## config.mk

```make
export PLATFORM = sky130hd
export DESIGN_NAME = mem_request_queue
export DESIGN_NICKNAME = d
export VERILOG_FILES = /design/src/rtl/mem_pkg.sv /design/src/rtl/mem_req_fifo.sv /design/src/rtl/mem_request_queue.sv
export SDC_FILE = /design/constraint.sdc
export NUM_CORES = 1
export LEC_CHECK = 0
export ABC_AREA = 0
export CORE_MARGIN = 1.5
export CORE_UTILIZATION = 25
export DETAILED_ROUTE_END_ITERATION = 6
export DONT_BUFFER_PORTS = 1
export PLACE_DENSITY = 0.4
export SLEW_MARGIN = 20
export SYNTH_ARGS = -nofsm -noshare
export SYNTH_HDL_FRONTEND = slang
export SYNTH_HIERARCHICAL = 1
export SYNTH_SLANG_ARGS = --single-unit
```

## constraint.sdc

```tcl
create_clock -name CLK -period 5.45 [get_ports CLK]
set_input_delay 1.09 -clock CLK [delete_from_list [all_inputs] [get_ports CLK]]
set_output_delay 1.09 -clock CLK [all_outputs]
set_load 0.005 [all_outputs]
```

## src/rtl/mem_pkg.sv

```systemverilog
// rtl/mem_pkg.sv - shared widths, address field slices and request record for the memory request queue
package mem_pkg;

    localparam int MEM_ADDR_WIDTH = 28;
    localparam int MEM_DATA_WIDTH = 32;
    localparam int MEM_READ_LAT   = 4;

    // Client address layout: {row[12:0], bank[1:0], column[12:0]}
    localparam int ROW_MSB  = 27;
    localparam int ROW_LSB  = 15;
    localparam int BANK_MSB = 14;
    localparam int BANK_LSB = 13;
    localparam int COL_MSB  = 12;
    localparam int COL_LSB  = 0;

    typedef struct packed {
        logic [MEM_ADDR_WIDTH-1:0] addr;
        logic                      we;
        logic [MEM_DATA_WIDTH-1:0] wdata;
    } mem_req_t;

    function automatic logic [MEM_ADDR_WIDTH-1:0] make_addr(
        input logic [ROW_MSB-ROW_LSB:0]   row,
        input logic [BANK_MSB-BANK_LSB:0] bank,
        input logic [COL_MSB-COL_LSB:0]   col
    );
        logic [MEM_ADDR_WIDTH-1:0] a;
        a = '0;
        a[ROW_MSB:ROW_LSB]   = row;
        a[BANK_MSB:BANK_LSB] = bank;
        a[COL_MSB:COL_LSB]   = col;
        return a;
    endfunction

endpackage

```

## src/rtl/mem_req_fifo.sv

```systemverilog
// rtl/mem_req_fifo.sv - parametrised request FIFO with registered occupancy
// Ports: CLK, RST (sync, active-high), push/wdata write side, pop/rdata read side
// (rdata is the head, valid whenever empty is low), full/empty status from occupancy.
module mem_req_fifo #(
    parameter int DEPTH = 4,
    parameter int WIDTH = 61
) (
    input  logic             CLK,
    input  logic             RST,
    input  logic             push,
    input  logic [WIDTH-1:0] wdata,
    input  logic             pop,
    output logic [WIDTH-1:0] rdata,
    output logic             full,
    output logic             empty
);

    localparam int PTR_W = $clog2(DEPTH);
    localparam logic [PTR_W:0] FULL_COUNT = (PTR_W+1)'(DEPTH);

    logic [WIDTH-1:0] mem [DEPTH];
    logic [PTR_W-1:0] wr_ptr;
    logic [PTR_W-1:0] rd_ptr;
    logic [PTR_W:0]   count;

    assign full  = (count == FULL_COUNT);
    assign empty = (count == '0);
    assign rdata = mem[rd_ptr];

    // Storage is not reset; empty/full come only from the occupancy count.
    always_ff @(posedge CLK) begin
        if (push) begin
            mem[wr_ptr] <= wdata;
        end
    end

    // Pointers wrap naturally because DEPTH is a power of two.
    always_ff @(posedge CLK) begin
        if (RST) begin
            wr_ptr <= '0;
            rd_ptr <= '0;
            count  <= '0;
        end else begin
            if (push) begin
                wr_ptr <= wr_ptr + PTR_W'(1);
            end
            if (pop) begin
                rd_ptr <= rd_ptr + PTR_W'(1);
            end
            case ({push, pop})
                2'b10:   count <= count + (PTR_W+1)'(1);
                2'b01:   count <= count - (PTR_W+1)'(1);
                default: count <= count;
            endcase
        end
    end

endmodule

```

## src/rtl/mem_request_queue.sv

```systemverilog
// rtl/mem_request_queue.sv - client request queue feeding the command sequencer, with read-return tracking
// Ports: CLK, RST (sync, active-high); client side REQ_VALID/REQ_READY/REQ_ADDR/REQ_WE/REQ_WDATA;
// sequencer side ADDRESS_REQ/WE/DATA_W/DO_ACT/COMMAND_LATCHED; read return DATA_READ -> RD_VALID/RD_DATA;
// REFRESH_STROBE toggles every REFRESH_INTERVAL cycles when MEM_REFRESH_GEN_EN is defined, else tied 0.
module mem_request_queue
    import mem_pkg::*;
#(
    parameter int DEPTH            = 4,
    parameter int READ_LAT         = MEM_READ_LAT,
    parameter int REFRESH_INTERVAL = 1560
) (
    input  logic                      CLK,
    input  logic                      RST,
    input  logic                      REQ_VALID,
    output logic                      REQ_READY,
    input  logic [MEM_ADDR_WIDTH-1:0] REQ_ADDR,
    input  logic                      REQ_WE,
    input  logic [MEM_DATA_WIDTH-1:0] REQ_WDATA,
    output logic [MEM_ADDR_WIDTH-1:0] ADDRESS_REQ,
    output logic                      WE,
    output logic [MEM_DATA_WIDTH-1:0] DATA_W,
    output logic                      DO_ACT,
    input  logic                      COMMAND_LATCHED,
    input  logic [MEM_DATA_WIDTH-1:0] DATA_READ,
    output logic                      RD_VALID,
    output logic [MEM_DATA_WIDTH-1:0] RD_DATA,
    output logic                      REFRESH_STROBE
);

    mem_req_t push_entry;
    mem_req_t head;
    logic     push;
    logic     pop;
    logic     full;
    logic     empty;
    logic     out_of_reset;
    logic [READ_LAT-1:0] rd_pipe;

    // REQ_READY stays low during reset and rises on the first cycle after it.
    assign REQ_READY  = out_of_reset && !full;
    assign push       = REQ_VALID && REQ_READY;
    assign DO_ACT     = !empty;
    assign pop        = COMMAND_LATCHED && DO_ACT;
    assign push_entry = '{addr: REQ_ADDR, we: REQ_WE, wdata: REQ_WDATA};

    assign ADDRESS_REQ = head.addr;
    assign WE          = head.we;
    assign DATA_W      = head.wdata;

    mem_req_fifo #(
        .DEPTH (DEPTH),
        .WIDTH ($bits(mem_req_t))
    ) u_fifo (
        .CLK   (CLK),
        .RST   (RST),
        .push  (push),
        .wdata (push_entry),
        .pop   (pop),
        .rdata (head),
        .full  (full),
        .empty (empty)
    );

    // Each popped read launches a token; when it reaches the last stage DATA_READ
    // is the matching beat, so capture it and pulse RD_VALID.
    always_ff @(posedge CLK) begin
        if (RST) begin
            out_of_reset <= 1'b0;
            rd_pipe      <= '0;
            RD_VALID     <= 1'b0;
            RD_DATA      <= '0;
        end else begin
            out_of_reset <= 1'b1;
            rd_pipe[0]   <= pop && !head.we;
            for (int i = 1; i < READ_LAT; i++) begin
                rd_pipe[i] <= rd_pipe[i-1];
            end
            RD_VALID <= rd_pipe[READ_LAT-1];
            if (rd_pipe[READ_LAT-1]) begin
                RD_DATA <= DATA_READ;
            end
        end
    end

`ifdef MEM_REFRESH_GEN_EN
    localparam int REF_W = (REFRESH_INTERVAL > 2) ? $clog2(REFRESH_INTERVAL) : 1;
    localparam logic [REF_W-1:0] REF_LAST = REF_W'(REFRESH_INTERVAL - 1);

    logic [REF_W-1:0] refresh_count;

    always_ff @(posedge CLK) begin
        if (RST) begin
            refresh_count  <= '0;
            REFRESH_STROBE <= 1'b0;
        end else if (refresh_count == REF_LAST) begin
            refresh_count  <= '0;
            REFRESH_STROBE <= !REFRESH_STROBE;
        end else begin
            refresh_count  <= refresh_count + REF_W'(1);
        end
    end
`else
    // Refresh is supplied externally in this build.
    assign REFRESH_STROBE = 1'b0;
`endif

endmodule

```

# After elaboration in Yosys (flattened, before gate mapping)
# Memory sizes are Yosys's and may differ from the RTL's. A register that Yosys moved wholly into a read port is not among the register bits.
# Index checks and enable logic that the tools add are counted.
[op_classes]
add_sub_neg = 4
n_eq_ne = 3
n_mux = 6
reduce_logical = 9
[ops]
columns = ["cell", "count"]
rows = [
  ["3-bit one-hot mux with 2 select lines", 1],
  ["2-bit by 1-bit adder with 2-bit output (second input constant)", 2],
  ["1-bit logical AND", 4],
  ["2-bit two-way mux", 2],
  ["3-bit by 1-bit adder with 3-bit output (second input constant)", 1],
  ["3-bit equality test (second input constant)", 1],
  ["1-bit logical NOT", 3],
  ["3-bit logical NOT", 1],
  ["1-bit two-way mux", 3],
  ["3-bit by 1-bit subtractor with 3-bit output (second input constant)", 1],
  ["2-bit by 1-bit equality test with 1-bit output (second input constant)", 1],
  ["2-bit equality test (second input constant)", 1],
  ["2-bit nonzero test", 1],
]
[word_totals]
reg_bits = 45
ramBits = 244
in_bits = 97
out_inout_bits = 97
n_memories = 1
[mem_list]
columns = ["memory", "depth", "width", "rd", "rd_ports_with_merged_regs", "wr", "line_no", "source"]
rows = [
  ["u_fifo.mem", 4, 61, 1, 1, 1, "mem_req_fifo.sv:21", "logic [WIDTH-1:0] mem [DEPTH];"],
]

# Logic depth before layout (Yosys ltp)
# Gate-level depths: netlist of the first run.
[logic_depth]
depth_word = 6
mapped_depth = 11
ltp_nobuf = 11

# Hierarchy
# The synthesis of the first run kept the hierarchy.
[by_module_without_submodules]
columns = ["module", "n_inst", "cells_each", "area_per_inst_um2", "seq_area_each_um2"]
rows = [
  ["mem_req_fifo", 1, 366, 9303.9, 7507.2],
  ["mem_request_queue", 1, 122, 1361.3, 760.7],
]

# Worst setup path after synthesis of the first run
# Ideal clock, no wire load.
[synth_timing]
path_type = "input to register"
start = "input REQ_VALID"
end = "memory u_fifo.mem[0][0] (enable)"
t_arrival_ps = 2784
path_slack_ps = 2241
stages = 2
n_path_buf = 0
path_cell_list = "and2_1 and2_1"
[synth_between]
elab_chain_len = 3
[synth_lines]
columns = ["element", "line_no", "source"]
rows = [
  ["start: declaration", "mem_request_queue.sv:14", "input logic REQ_VALID,"],
  ["1-bit logical AND", "mem_request_queue.sv:41", "assign push = REQ_VALID && REQ_READY;"],
  ["1-bit two-way mux", "mem_req_fifo.sv:32", "if (push) begin"],
  ["1-bit two-way mux (not written as such)", "mem_req_fifo.sv:33", "mem[wr_ptr] <= wdata;"],
  ["end: declaration", "mem_req_fifo.sv:21", ""],
]
# No other way between the ends.

==> metrics.json, run 1 <==
{
  "outcome": {"value": "finished, final reports clean"},
  "max_cap_viol_count": {"value": 0},
  "pin_count": {"value": 194},
  "global_placer_s_final_weighted_congestion": {"value": 0.689},
  "internal_power": {"value": 4.09, "unit": "mW"},
  "clk_path_buf_depth": {"value": 3},
  "path_clk_slew": {"value": 0.06, "unit": "ns"},
  "comb_power_share": {"value": 12.1, "unit": "%"},
  "timing.final.max_slew_violations": {"value": 0},
  "clock_tree.htree_level_count": {"value": 2},
  "r2r_slack": {"value": 2.94, "unit": "ns"},
  "worst_setup_path_start_kind": {"value": "flop"},
  "ys_seq_area_share": {"value": 77.5, "unit": "%"},
  "grt_first_pass_wirelength": {"value": 31.6, "unit": "mm"},
  "synth_compound_gate_area_share": {"value": 0.141, "unit": "%"},
  "synth_async_sr_flop_share": {"value": 0, "unit": "%"},
  "power_switching": {"value": 1.23, "unit": "mW"},
  "placed_area": {"value": 11100, "unit": "µm²"},
  "power_density": {"value": 436, "unit": "nW/µm²"},
  "detailroute.via_count": {"value": 4490},
  "die_height": {"value": 210, "unit": "µm"},
  "first_global_vias": {"value": 4995},
  "power_switching_share": {"value": 23.1, "unit": "%"},
  "peak_clock_frequency_supported_by_timing": {"value": 290, "unit": "MHz"},
  "nNetsFinal": {"value": 607},
  "dp.final_hpwl": {"value": 12.2, "unit": "mm"},
  "synth-xor-area-share": {"value": 0.411, "unit": "%"},
  "root_buffer": {"value": "sky130_fd_sc_hd__clkbuf_16"},
  "row_count": {"value": 75},
  "synthesized_flop_and_latch_total": {"value": 291},
  "cts_setup_buffers": {"value": 0},
  "static-leakage-power": {"value": 3.69, "unit": "nW"},
  "insertion_delay": {"value": 0.52, "unit": "ns"},
  "cts_hold_repair.buffers": {"value": 0},
  "fraction_of_the_mapped_netlist_area_in_adder_cells": {"value": 0.774, "unit": "%"},
  "critical_path_required": {"value": 4.36, "unit": "ns"},
  "floorplan.initialDensity": {"value": 25.4, "unit": "%"},
  "die_w": {"value": 210, "unit": "µm"},
  "timing.critical_path.fanout_max": {"value": 27},
  "io_buffers": {"value": 0},
  "synth-simple-area-share": {"value": 2.32, "unit": "%"},
  "synth_mux_area_share": {"value": 16.0, "unit": "%"},
  "synth-edff-count": {"value": 244},
  "number_of_sinks_on_the_clock_net": {"value": 291},
  "track_usage": {"value": 9.86, "unit": "%"},
  "worst-endpoint-arrival": {"value": 2.36, "unit": "ns"},
  "antenna_left": {"value": 0},
  "n_fill_cell": {"value": 4106},
  "grt_start_max_net_pins": {"value": 62},
  "postSynthCellCount": {"value": 488},
  "post_synth_num_cell_types": {"value": 27},
  "drive_gt1_share": {"value": 22.2, "unit": "%"},
  "netlist_area": {"value": 10700, "unit": "µm²"},
  "finalWorstPathRequiredPeriod": {"value": 3.45, "unit": "ns"},
  "postRouteWirelength": {"value": 21.2, "unit": "mm"},
  "antenna_violations_before_repair": {"value": 0},
  "most_numerous_cell_in_the_yosys_netlist": {"value": "sky130_fd_sc_hd__edfxtp_1"},
  "detail_route.first_pass.iterations": {"value": 4},
  "antenna-diode-count": {"value": 0},
  "post_synth_most_frequent_cells": {"value": "244 x sky130_fd_sc_hd__edfxtp_1, 60 x sky130_fd_sc_hd__mux4_2, 47 x sky130_fd_sc_hd__dfxtp_1, 40 x sky130_fd_sc_hd__nor2_1, 33 x sky130_fd_sc_hd__mux2i_1"},
  "final-hold-violation-count": {"value": 0},
  "synth_top_family_by_area": {"value": "multiplexers"},
  "timing_worst_slew_pin_value": {"value": 1.07, "unit": "ns"},
  "tritoncts": {"value": "built"},
  "post-synth-top-area-fraction": {"value": 68.7, "unit": "%"},
  "drt-wirelength-per-cell": {"value": 19.9, "unit": "µm"},
  "ir_drop_worst_vdd": {"value": 236, "unit": "µV"},
  "fin_worst_skew": {"value": 0.0113, "unit": "ns"},
  "synthesis.nets": {"value": 591},
  "hold_class": {"value": "reg -> reg"},
  "worst_slew_margin_rel": {"value": 28.9, "unit": "%"},
  "power.clock.fraction": {"value": 39.1, "unit": "%"},
  "routed_via_density": {"value": 4.21},
  "aggregate_negative_setup_slack": {"value": 0, "unit": "ns"},
  "worstSetupEndpointType": {"value": "primary output"},
  "setup_viol_count_final": {"value": 0},
  "grt_setup_unrepaired": {"value": "false"},
  "drt_first_iter_violations": {"value": 200},
  "synthTopCellsByArea": {"value": "sky130_fd_sc_hd__edfxtp_1 69%, sky130_fd_sc_hd__mux4_2 13%, sky130_fd_sc_hd__dfxtp_1 8.8%, sky130_fd_sc_hd__mux2i_1 3.1%, sky130_fd_sc_hd__buf_12 1.7%"},
  "layout.cell_area.non_filler": {"value": 12200, "unit": "µm²"},
  "syn-mean-instance-area": {"value": 21.9, "unit": "µm²"},
  "post_cts_resize_count": {"value": 0},
  "path_class": {"value": "reg -> out"},
  "yosys_warnings": {"value": 6},
  "synthDominantAreaCellType": {"value": "sky130_fd_sc_hd__edfxtp_1"},
  "total_global_routing_overflow": {"value": 0},
  "area_growth_syn_to_layout": {"value": 14.3, "unit": "%"},
  "die_area": {"value": 43900, "unit": "µm²"},
  "drc": {"value": 0},
  "synth_flop_cell": {"value": "sky130_fd_sc_hd__edfxtp_1"},
  "final_min_period_over_clock_period": {"value": 63.2, "unit": "%"},
  "sequentialPowerShare": {"value": 48.8, "unit": "%"},
  "design.core.area": {"value": 42000, "unit": "µm²"},
  "cts_inserted_buffers": {"value": 34}
}
final timing paths:
path | start | endpoint | cells past startpoint
hold / removal | rd_pipe[2] | rd_pipe[3] | 1
hold reg to reg | rd_pipe[2] | rd_pipe[3] | 1
setup / recovery | flop | ADDRESS_REQ[25] | 2
setup reg to reg | u_fifo/count[0] | u_fifo/mem[1][54] | 5
area by class of cell:
class	instances	area [µm²]	area share (%)
clock buffers	44	931	7.63
clock inverters	15	100	0.821
inverters	8	30.0	0.246
multi-input cells	165	2110	17.3
flip-flops and latches	291	8280	67.9
well taps	539	674	5.53
repair buffers	4	70.1	0.575
metrics by stage:
| stage | setup slack [ns] | hold WS (ns) | util (%) | std cells | power (mW) |
|---|---|---|---|---|---|
| global placement | 2.48 | 0.429 | 26.4 | 1005 | 3.30 |
| detailed placement | 2.44 | 0.426 | 26.4 | 1005 | 3.31 |
| finish | 2.00 | 0.435 | 29.0 | 1066 | 5.32 |
| floorplan | 2.24 | 0.414 | - | 488 | 3.23 |
| global route | 1.77 | 0.442 | 29.0 | 1066 | 5.57 |
| CTS | 1.86 | 0.437 | 28.9 | 1064 | 5.45 |
routing by layer:
metal	GRT usage, %	wire, µm	vias to the layer above
met5	0	0	-
met3	4.43	1930	39
met1	10.2	7710	2353
met2	17.0	10900	121
li1	-	-	1977
met4	4.89	677	0
layout by cell type, fill, tap and decap left out, types with 3 or more instances in the layout:
master / netlist / layout
sky130_fd_sc_hd__edfxtp_1: 244 / 244
sky130_fd_sc_hd__mux4_2: 60 / 60
sky130_fd_sc_hd__dfxtp_1: 47 / 44
sky130_fd_sc_hd__nor2_1: 40 / 40
sky130_fd_sc_hd__clkbuf_16: 0 / 35
sky130_fd_sc_hd__mux2i_1: 33 / 33
sky130_fd_sc_hd__inv_1: 8 / 8
sky130_fd_sc_hd__clkinv_1: 0 / 8
sky130_fd_sc_hd__nor2b_1: 6 / 6
sky130_fd_sc_hd__clkbuf_1: 2 / 5
sky130_fd_sc_hd__ha_1: 5 / 5
sky130_fd_sc_hd__and2_4: 0 / 4
sky130_fd_sc_hd__clkinv_2: 0 / 3
sky130_fd_sc_hd__clkbuf_4: 0 / 3
sky130_fd_sc_hd__xor2_1: 3 / 3
power by group through the flow:
stage	clock (mW)	combinational [mW]	sequential (mW)
final	2.08	0.643	2.60
after global routing	2.25	0.701	2.62
after CTS	2.18	0.666	2.61
after detailed placement	0	0.661	2.65
after global placement	0	0.652	2.65
after floorplan	0	0.649	2.58
worst max-delay path, cell delays in order (launching register included):
cell,delay [ns]
sky130_fd_sc_hd__dfxtp_4,0.58
sky130_fd_sc_hd__buf_4,0.55
sky130_fd_sc_hd__mux4_1,0.67
registers in the layout, summed over array words and instances, names as in the netlist, named ones only:
register and count:
RD_DATA 32, RD_VALID 1, out_of_reset 1, rd_pipe 4, u_fifo/count 3, u_fifo/mem 244
u_fifo/rd_ptr 2, u_fifo/wr_ptr 2
logic make-up after synthesis:
family | Yosys count
adders and majority gates | 6
other | 1
buffers and inverters | 32
AOI/OAI and AO/OA | 3
and+or+nand+nor | 56
DFF | 291
muxes | 94
xor gates and xnor gates | 5
Power figures use the tool's default switching activity.
==> run 2: changes to the inputs <==
==> constraint.sdc (replaced) <==
create_clock -name CLK -period 3.3 [get_ports CLK]
set_input_delay 0.66 -clock CLK [delete_from_list [all_inputs] [get_ports CLK]]
set_output_delay 0.66 -clock CLK [all_outputs]
set_load 0.005 [all_outputs]
==> run 2 against run 1 <==
Compared with the run above: non-clock buffer count grew 6; highest routed layer unchanged; setup slack got worse by 1.5 ns; combinational power grew 76%; sequential power rose by 64%; wire length increased by 3.4%.
==> metrics.json, run 2 (synthesis gave the netlist of run 1 again) <==
{
  "worst_slew_margin_rel": {"value": 33.3, "unit": "%", "change": "+4.5 points"},
  "peak_clock_frequency_supported_by_timing": {"value": 364, "unit": "MHz"},
  "worstSetupEndpoint": {"value": "ADDRESS_REQ[25]"},
  "clk_path_buf_depth": {"value": 3, "change": "unchanged"},
  "timing_worst_slew_pin_value": {"value": 1.00, "unit": "ns", "change": "-0.0673 ns"},
  "cts_hold_repair.buffers": {"value": 0, "change": "unchanged"},
  "grt_first_pass_wirelength": {"value": 32.9, "unit": "mm", "change": "+4.1%"},
  "aggregate_negative_setup_slack": {"value": 0, "unit": "ns", "change": "unchanged"},
  "io_buffers": {"value": 0, "change": "unchanged"},
  "critical_path.cell_chain": {"value": "buf_4 > mux4_1"},
  "fin_worst_skew": {"value": 0.00968, "unit": "ns", "change": "-0.00163 ns"},
  "finished_core_util": {"value": 29.4, "unit": "%", "change": "+0.43 points"},
  "power_density": {"value": 737, "unit": "nW/µm²", "change": "+69%"},
  "worstSetupEndpointType": {"value": "primary output"},
  "finalWorstPathRequiredPeriod": {"value": 2.75, "unit": "ns"},
  "first_global_vias": {"value": 5112, "change": "+2.3%"},
  "detail_route.first_pass.iterations": {"value": 4, "change": "unchanged"},
  "final-hold-violation-count": {"value": 0, "change": "unchanged"},
  "drive_gt1_share": {"value": 23.5, "unit": "%", "change": "+1.3 points"},
  "largest_reg_flops": {"value": 244, "change": "unchanged"},
  "hold_class": {"value": "in -> reg"},
  "critical_path_required": {"value": 2.64, "unit": "ns", "change": "-1.72 ns"},
  "cts_setup_buffers": {"value": 0, "change": "unchanged"},
  "floorplan.initialDensity": {"value": 25.4, "unit": "%", "change": "unchanged"},
  "post_cts_resize_count": {"value": 0, "change": "unchanged"},
  "antenna_violations_before_repair": {"value": 1, "change": "+1"},
  "static-leakage-power": {"value": 3.78, "unit": "nW", "change": "+2.3%"},
  "power.total": {"value": 9.12, "unit": "mW", "change": "+71%"},
  "detailroute.via_count": {"value": 4498, "change": "+0.18%"},
  "root_buffer": {"value": "sky130_fd_sc_hd__clkbuf_16"},
  "track_usage": {"value": 10.3, "unit": "%", "change": "+0.44 points"},
  "grt_setup_unrepaired": {"value": "false"},
  "layout_setup_ws": {"value": 0.553, "unit": "ns", "change": "-1.45 ns"},
  "n_fill_cell": {"value": 4103, "change": "-0.073%"},
  "reg2reg_from": {"value": "u_fifo/count[0]"},
  "pin_count": {"value": 194, "change": "unchanged"},
  "r2r_slack": {"value": 0.90, "unit": "ns", "change": "-2.04 ns"},
  "path_clk_slew": {"value": 0.06, "unit": "ns", "change": "about the same"},
  "r2r-end": {"value": "u_fifo/count[2]"},
  "worst-endpoint-arrival": {"value": 2.09, "unit": "ns", "change": "-0.27 ns"},
  "global_placer_s_final_weighted_congestion": {"value": 0.706, "change": "+2.5%"},
  "routed_via_density": {"value": 4.18, "change": "-0.85%"},
  "design.core.area": {"value": 42000, "unit": "µm²", "change": "unchanged"},
  "cts_inserted_buffers": {"value": 35, "change": "+2.9%"},
  "grt_start_max_net_pins": {"value": 62, "change": "unchanged"},
  "die_w": {"value": 210, "unit": "µm", "change": "unchanged"},
  "antenna_left": {"value": 0, "change": "unchanged"},
  "registers.top_by_ff_count": {"value": "u_fifo/mem"},
  "max_cap_viol_count": {"value": 0, "change": "unchanged"},
  "dp.final_hpwl": {"value": 13.4, "unit": "mm", "change": "+10%"},
  "timing.final.max_slew_violations": {"value": 0, "change": "unchanged"},
  "drc": {"value": 0, "change": "unchanged"},
  "layout_top_registers": {"value": "u_fifo/mem: 244 flops, RD_DATA: 32 flops, rd_pipe: 4 flops"},
  "total_global_routing_overflow": {"value": 0, "change": "unchanged"},
  "worst_setup_path_start_kind": {"value": "flop"},
  "area_growth_syn_to_layout": {"value": 16.0, "unit": "%"},
  "postRouteWirelength": {"value": 21.9, "unit": "mm", "change": "+3.4%"},
  "tritoncts": {"value": "built"},
  "clock_tree.htree_level_count": {"value": 2, "change": "unchanged"},
  "insertion_delay": {"value": 0.52, "unit": "ns", "change": "about the same"},
  "final_min_period_over_clock_period": {"value": 83.2, "unit": "%"},
  "die_height": {"value": 210, "unit": "µm", "change": "unchanged"},
  "mostFrequentLayoutCells": {"value": "244 x sky130_fd_sc_hd__edfxtp_1, 60 x sky130_fd_sc_hd__mux4_2, 44 x sky130_fd_sc_hd__dfxtp_1"},
  "r2r.worst_path.cells": {"value": 11, "change": "+6"},
  "final_common_cell": {"value": "sky130_fd_sc_hd__edfxtp_1"},
  "timing.critical_path.fanout_max": {"value": 16, "change": "-41%"},
  "setup_viol_count_final": {"value": 0, "change": "unchanged"},
  "worst_path_largest_cell_delay": {"value": 0.64, "unit": "ns", "change": "-0.03 ns"},
  "detailedPlace.worstSlack": {"value": 0.884, "unit": "ns", "change": "-1.56 ns"},
  "die_area": {"value": 43900, "unit": "µm²", "change": "unchanged"},
  "outcome": {"value": "finished, final reports clean"},
  "drt_first_iter_violations": {"value": 193, "change": "-3.5%"},
  "row_count": {"value": 75, "change": "unchanged"},
  "path_class": {"value": "reg -> out"},
  "nNetsFinal": {"value": 614, "change": "+1.2%"},
  "number_of_sinks_on_the_clock_net": {"value": 291, "change": "unchanged"},
  "drt-wirelength-per-cell": {"value": 20.3, "unit": "µm", "change": "+2.4%"},
  "cpMaxStageDelayCell": {"value": "sky130_fd_sc_hd__mux4_1"},
  "ir_drop_worst_vdd": {"value": 406, "unit": "µV", "change": "+72%"}
}
==> run 2: cell types whose count changed in the layout (fill, tap and decap cells not counted), sizes merged <==
cell / delta
clkinv: +2
clkbuf: -1
diode: +1
bufinv: +2
buf: +6
inv: +1
==> run 2: area by class of cell <==
cell class | instances | area (µm²) | share of cell area [%]
inverters | 8 | 30.0 | 0.243
flip-flops and latches | 291 | 8280 | 66.9
clock inverters | 20 | 175 | 1.42
diodes | 1 | 2.50 | 0.0202
clock buffers | 43 | 952 | 7.70
repair buffers | 10 | 150 | 1.21
multi-input cells | 165 | 2110 | 17.1
well taps | 539 | 674 | 5.45
==> run 2: power by group <==
group	switching [mW]	internal, mW
Combinational	0.557	0.569
Clock	1.44	2.28
Sequential	0.122	4.15
==> run 2: routing by layer <==
metal / track usage [%] / wire, µm / share of wire, %
met3: 4.37 / 1980 / 9.0
met2: 17.6 / 11200 / 51
met1: 10.8 / 7900 / 36
met4: 5.58 / 853 / 3.9
met5: 0 / 0 / 0
==> run 2: critical path, delay by kind of cell, from the launching register on <==
family / cells / cell delay, ns
DFF: 1 / 0.57
muxes: 1 / 0.64
buffers and inverters: 1 / 0.35
==> run 2: how the worst min path moves through the flow <==
stage / startpoint / endpoint / cells past startpoint
global route: RST / RD_DATA[25] / 1
finish: RST / out_of_reset / 1
floorplan: rd_pipe[0] / rd_pipe[1] / 1
global placement: rd_pipe[1] / rd_pipe[2] / 1
CTS: RST / out_of_reset / 1
detailed placement: rd_pipe[1] / rd_pipe[2] / 1
==> run 2: metrics by stage <==
stage / area (µm²) / hold slack, ns / std cells
after floorplan: 10700 / 0.414 / 488
final: 12400 / 0.210 / 1077
after detailed placement: 11200 / 0.430 / 1013
after global routing: 12400 / 0.169 / 1077
after global placement: 11200 / 0.428 / 1013
after CTS: 12400 / 0.151 / 1076
==> run 3: changes to the inputs <==
--- a/config.mk
+++ b/config.mk
@@ -10,7 +10,7 @@
 export CORE_UTILIZATION = 25
 export DETAILED_ROUTE_END_ITERATION = 6
 export DONT_BUFFER_PORTS = 1
-export PLACE_DENSITY = 0.4
+export PLACE_DENSITY = 0.42
 export SLEW_MARGIN = 20
 export SYNTH_ARGS = -nofsm -noshare
 export SYNTH_HDL_FRONTEND = slang
==> constraint.sdc (replaced) <==
create_clock -name CLK -period 2.2 [get_ports CLK]
set_input_delay 0.44 -clock CLK [delete_from_list [all_inputs] [get_ports CLK]]
set_output_delay 0.44 -clock CLK [all_outputs]
set_load 0.005 [all_outputs]
==> run 3 against run 2 <==
Compared with the run above: the flow now finishes with violations (setup timing); core utilization increased by 2.4 points; cell area increased by 8.3%; highest routed layer unchanged; combinational power increased by 130%; register-to-register slack got worse by 0.80 ns; sequential cell count unchanged.
==> metrics.json, run 3 (synthesis gave the netlist of run 1 again) <==
{
  "outcome": {"value": "finished, violations left"},
  "failed_checks": {"value": "setup timing"},
  "detail_route.wirelength.met1": {"value": 9.03, "unit": "mm", "change": "+14%"},
  "wl_met2": {"value": 11.5, "unit": "mm", "change": "+3.1%"},
  "power_density": {"value": 1050, "unit": "nW/µm²", "change": "+43%"},
  "setup_viol_count_final": {"value": 32, "change": "+32"},
  "drc": {"value": 0, "change": "unchanged"},
  "worst_setup_path_start_kind": {"value": "flop"},
  "tritoncts": {"value": "built"},
  "die_area": {"value": 43900, "unit": "µm²", "change": "unchanged"},
  "layout_setup_ws": {"value": -0.0521, "unit": "ns", "change": "-0.605 ns"},
  "grt_first_pass_wirelength": {"value": 34.3, "unit": "mm", "change": "+4.0%"},
  "ir_drop_worst_vdd": {"value": 640, "unit": "µV", "change": "+58%"},
  "layout.cell_area.non_filler": {"value": 13400, "unit": "µm²", "change": "+8.3%"},
  "finished_core_util": {"value": 31.9, "unit": "%", "change": "+2.4 points"},
  "fin_worst_skew": {"value": 0.0190, "unit": "ns", "change": "+0.00933 ns"},
  "final_cell_count_no_fill": {"value": 1162, "change": "+7.9%"},
  "cts_inserted_buffers": {"value": 34, "change": "-2.9%"},
  "worstSetupEndpointType": {"value": "primary output"},
  "path_class": {"value": "reg -> out"},
  "floorplan.initialDensity": {"value": 25.4, "unit": "%", "change": "unchanged"},
  "io_buffers": {"value": 0, "change": "unchanged"},
  "cell_count_after_placement": {"value": 1023, "change": "+0.99%"},
  "highest_layer": {"value": "met4"},
  "grt_start_max_net_pins": {"value": 47, "change": "-24%"},
  "antenna_left": {"value": 0, "change": "unchanged"},
  "finalWorstPathRequiredPeriod": {"value": 2.25, "unit": "ns"},
  "worstHoldStart": {"value": "DATA_READ[15]"},
  "registers.top_by_ff_count": {"value": "u_fifo/mem"},
  "r2r.worst_path.cells": {"value": 11, "change": "unchanged"},
  "die_height": {"value": 210, "unit": "µm", "change": "unchanged"},
  "clock_tree.htree_level_count": {"value": 2, "change": "unchanged"},
  "power.total": {"value": 14.1, "unit": "mW", "change": "+54%"},
  "worst-endpoint-arrival": {"value": 1.81, "unit": "ns", "change": "-0.28 ns"},
  "track_usage": {"value": 10.5, "unit": "%", "change": "+0.25 points"},
  "routed_via_density": {"value": 4.18, "change": "about the same"},
  "largest_reg_flops": {"value": 244, "change": "unchanged"},
  "fin_hold_ws": {"value": 0.0629, "unit": "ns", "change": "-0.147 ns"},
  "detailedPlace.worstSlack": {"value": -0.00932, "unit": "ns", "change": "-0.894 ns"},
  "peak_clock_frequency_supported_by_timing": {"value": 444, "unit": "MHz"},
  "crit_path_frequent_cell": {"value": "sky130_fd_sc_hd__buf_12"},
  "die_w": {"value": 210, "unit": "µm", "change": "unchanged"},
  "dp.final_hpwl": {"value": 14.1, "unit": "mm", "change": "+5.1%"},
  "cpMaxStageDelayCell": {"value": "sky130_fd_sc_hd__mux4_2"},
  "path_clk_slew": {"value": 0.06, "unit": "ns", "change": "about the same"},
  "design.core.area": {"value": 42000, "unit": "µm²", "change": "unchanged"},
  "critical_path.cell_chain": {"value": "buf_12 > buf_12 > buf_16 > mux4_2"},
  "aggregate_negative_setup_slack": {"value": -0.673, "unit": "ns", "change": "-0.673 ns"},
  "worst_path_largest_cell_delay": {"value": 0.53, "unit": "ns", "change": "-0.11 ns"},
  "number_of_sinks_on_the_clock_net": {"value": 291, "change": "unchanged"},
  "hold_class": {"value": "in -> reg"},
  "drive_gt1_share": {"value": 26.4, "unit": "%", "change": "+2.9 points"},
  "critical_path_required": {"value": 1.76, "unit": "ns", "change": "-0.88 ns"},
  "nNetsFinal": {"value": 699, "change": "+14%"},
  "row_count": {"value": 75, "change": "unchanged"},
  "n_fill_cell": {"value": 4028, "change": "-1.8%"},
  "area_growth_syn_to_layout": {"value": 25.6, "unit": "%"},
  "placed_area": {"value": 11400, "unit": "µm²", "change": "+1.8%"},
  "layout_top_registers": {"value": "u_fifo/mem: 244 flops, RD_DATA: 32 flops, rd_pipe: 4 flops"},
  "final_min_period_over_clock_period": {"value": 102, "unit": "%"},
  "postRouteWirelength": {"value": 22.7, "unit": "mm", "change": "+3.5%"},
  "drt_first_iter_violations": {"value": 276, "change": "+43%"},
  "pin_count": {"value": 194, "change": "unchanged"},
  "timing.critical_path.fanout_max": {"value": 6, "change": "-10"},
  "min_delay_path_depth": {"value": 2, "change": "+1"},
  "r2r_slack": {"value": 0.10, "unit": "ns", "change": "-0.80 ns"},
  "drt-wirelength-per-cell": {"value": 19.5, "unit": "µm", "change": "-4.1%"},
  "global_placer_s_final_weighted_congestion": {"value": 0.705, "change": "-0.18%"},
  "holdPathEnd": {"value": "RD_DATA[15]"},
  "clk_path_buf_depth": {"value": 3, "change": "unchanged"},
  "timing_worst_slew_pin_value": {"value": 0.559, "unit": "ns", "change": "-0.440 ns"},
  "timing.final.max_slew_violations": {"value": 0, "change": "unchanged"},
  "first_global_vias": {"value": 5361, "change": "+4.9%"},
  "insertion_delay": {"value": 0.54, "unit": "ns", "change": "+0.02 ns"},
  "max_cap_viol_count": {"value": 0, "change": "unchanged"},
  "final_common_cell": {"value": "sky130_fd_sc_hd__edfxtp_1"},
  "detail_route.first_pass.iterations": {"value": 6, "change": "+2"},
  "detailroute.via_count": {"value": 4855, "change": "+7.9%"},
  "grt_setup_unrepaired": {"value": "true"},
  "final-hold-violation-count": {"value": 0, "change": "unchanged"},
  "worst_slew_margin_rel": {"value": 62.7, "unit": "%", "change": "+29 points"},
  "static-leakage-power": {"value": 4.20, "unit": "nW", "change": "+11%"},
  "wl_met3": {"value": 1.59, "unit": "mm", "change": "-20%"},
  "reg2reg_from": {"value": "u_fifo/count[0]"},
  "r2r-end": {"value": "u_fifo/count[2]"},
  "antenna_violations_before_repair": {"value": 1, "change": "unchanged"},
  "root_buffer": {"value": "sky130_fd_sc_hd__clkbuf_16"},
  "total_global_routing_overflow": {"value": 0, "change": "unchanged"},
  "mostFrequentLayoutCells": {"value": "244 x sky130_fd_sc_hd__edfxtp_1, 61 x sky130_fd_sc_hd__mux4_2, 61 x sky130_fd_sc_hd__dlygate4sd3_1"}
}
==> run 3: per-layer routing <==
| metal | vias up | GRT usage (%) |
|---|---|---|
| met1 | 2517 | 12.4 |
| met2 | 134 | 17.8 |
| met3 | 33 | 3.67 |
| li1 | 2171 | - |
| met4 | 0 | 4.17 |
| met5 | - | 0 |
==> run 3: area by class of cell <==
type / count / area (µm²) / area share (%)
multi-input combinational: 165 / 2130 / 15.9
clock buffer: 40 / 873 / 6.52
inverter: 8 / 30.0 / 0.224
timing repair buffer: 96 / 1250 / 9.35
clock inverter: 22 / 159 / 1.19
sequential: 291 / 8280 / 61.8
tap: 539 / 674 / 5.03
antenna: 1 / 2.50 / 0.0187
==> run 3: repair_timing <==
action,in CTS,in global routing
pin swaps,0,2
gates cloned,4,1
hold endpoints to repair,291,0
hold buffers,62,0
buffers inserted,6,4
setup endpoints to repair,62,61
resized for setup,11,11
==> run 3: power breakdown <==
part | internal, mW | total [mW] | switching (mW)
sequential | 6.22 | 6.30 | 0.0847
clock | 2.90 | 5.15 | 2.25
combinational | 1.46 | 2.63 | 1.18
==> run 3: worst max-delay path by stage <==
stage,cells after the start,end,slack (ns),start
global placement,11,u_fifo/count[2],0.07,u_fifo/count[0]
finish,4,ADDRESS_REQ[26],-0.05,flop
floorplan,5,u_fifo/mem[0][0],-0.02,u_fifo/count[0]
global route,4,ADDRESS_REQ[26],-0.14,flop
detailed placement,11,u_fifo/count[2],-0.009,u_fifo/count[0]
CTS,4,ADDRESS_REQ[26],-0.12,flop
==> run 3: worst max-delay path, delay by kind of cell (launching register included) <==
family                 cells  cell delay [ns]
multiplexers               1             0.53
flip-flops                 1             0.39
buffers and inverters      3             0.36
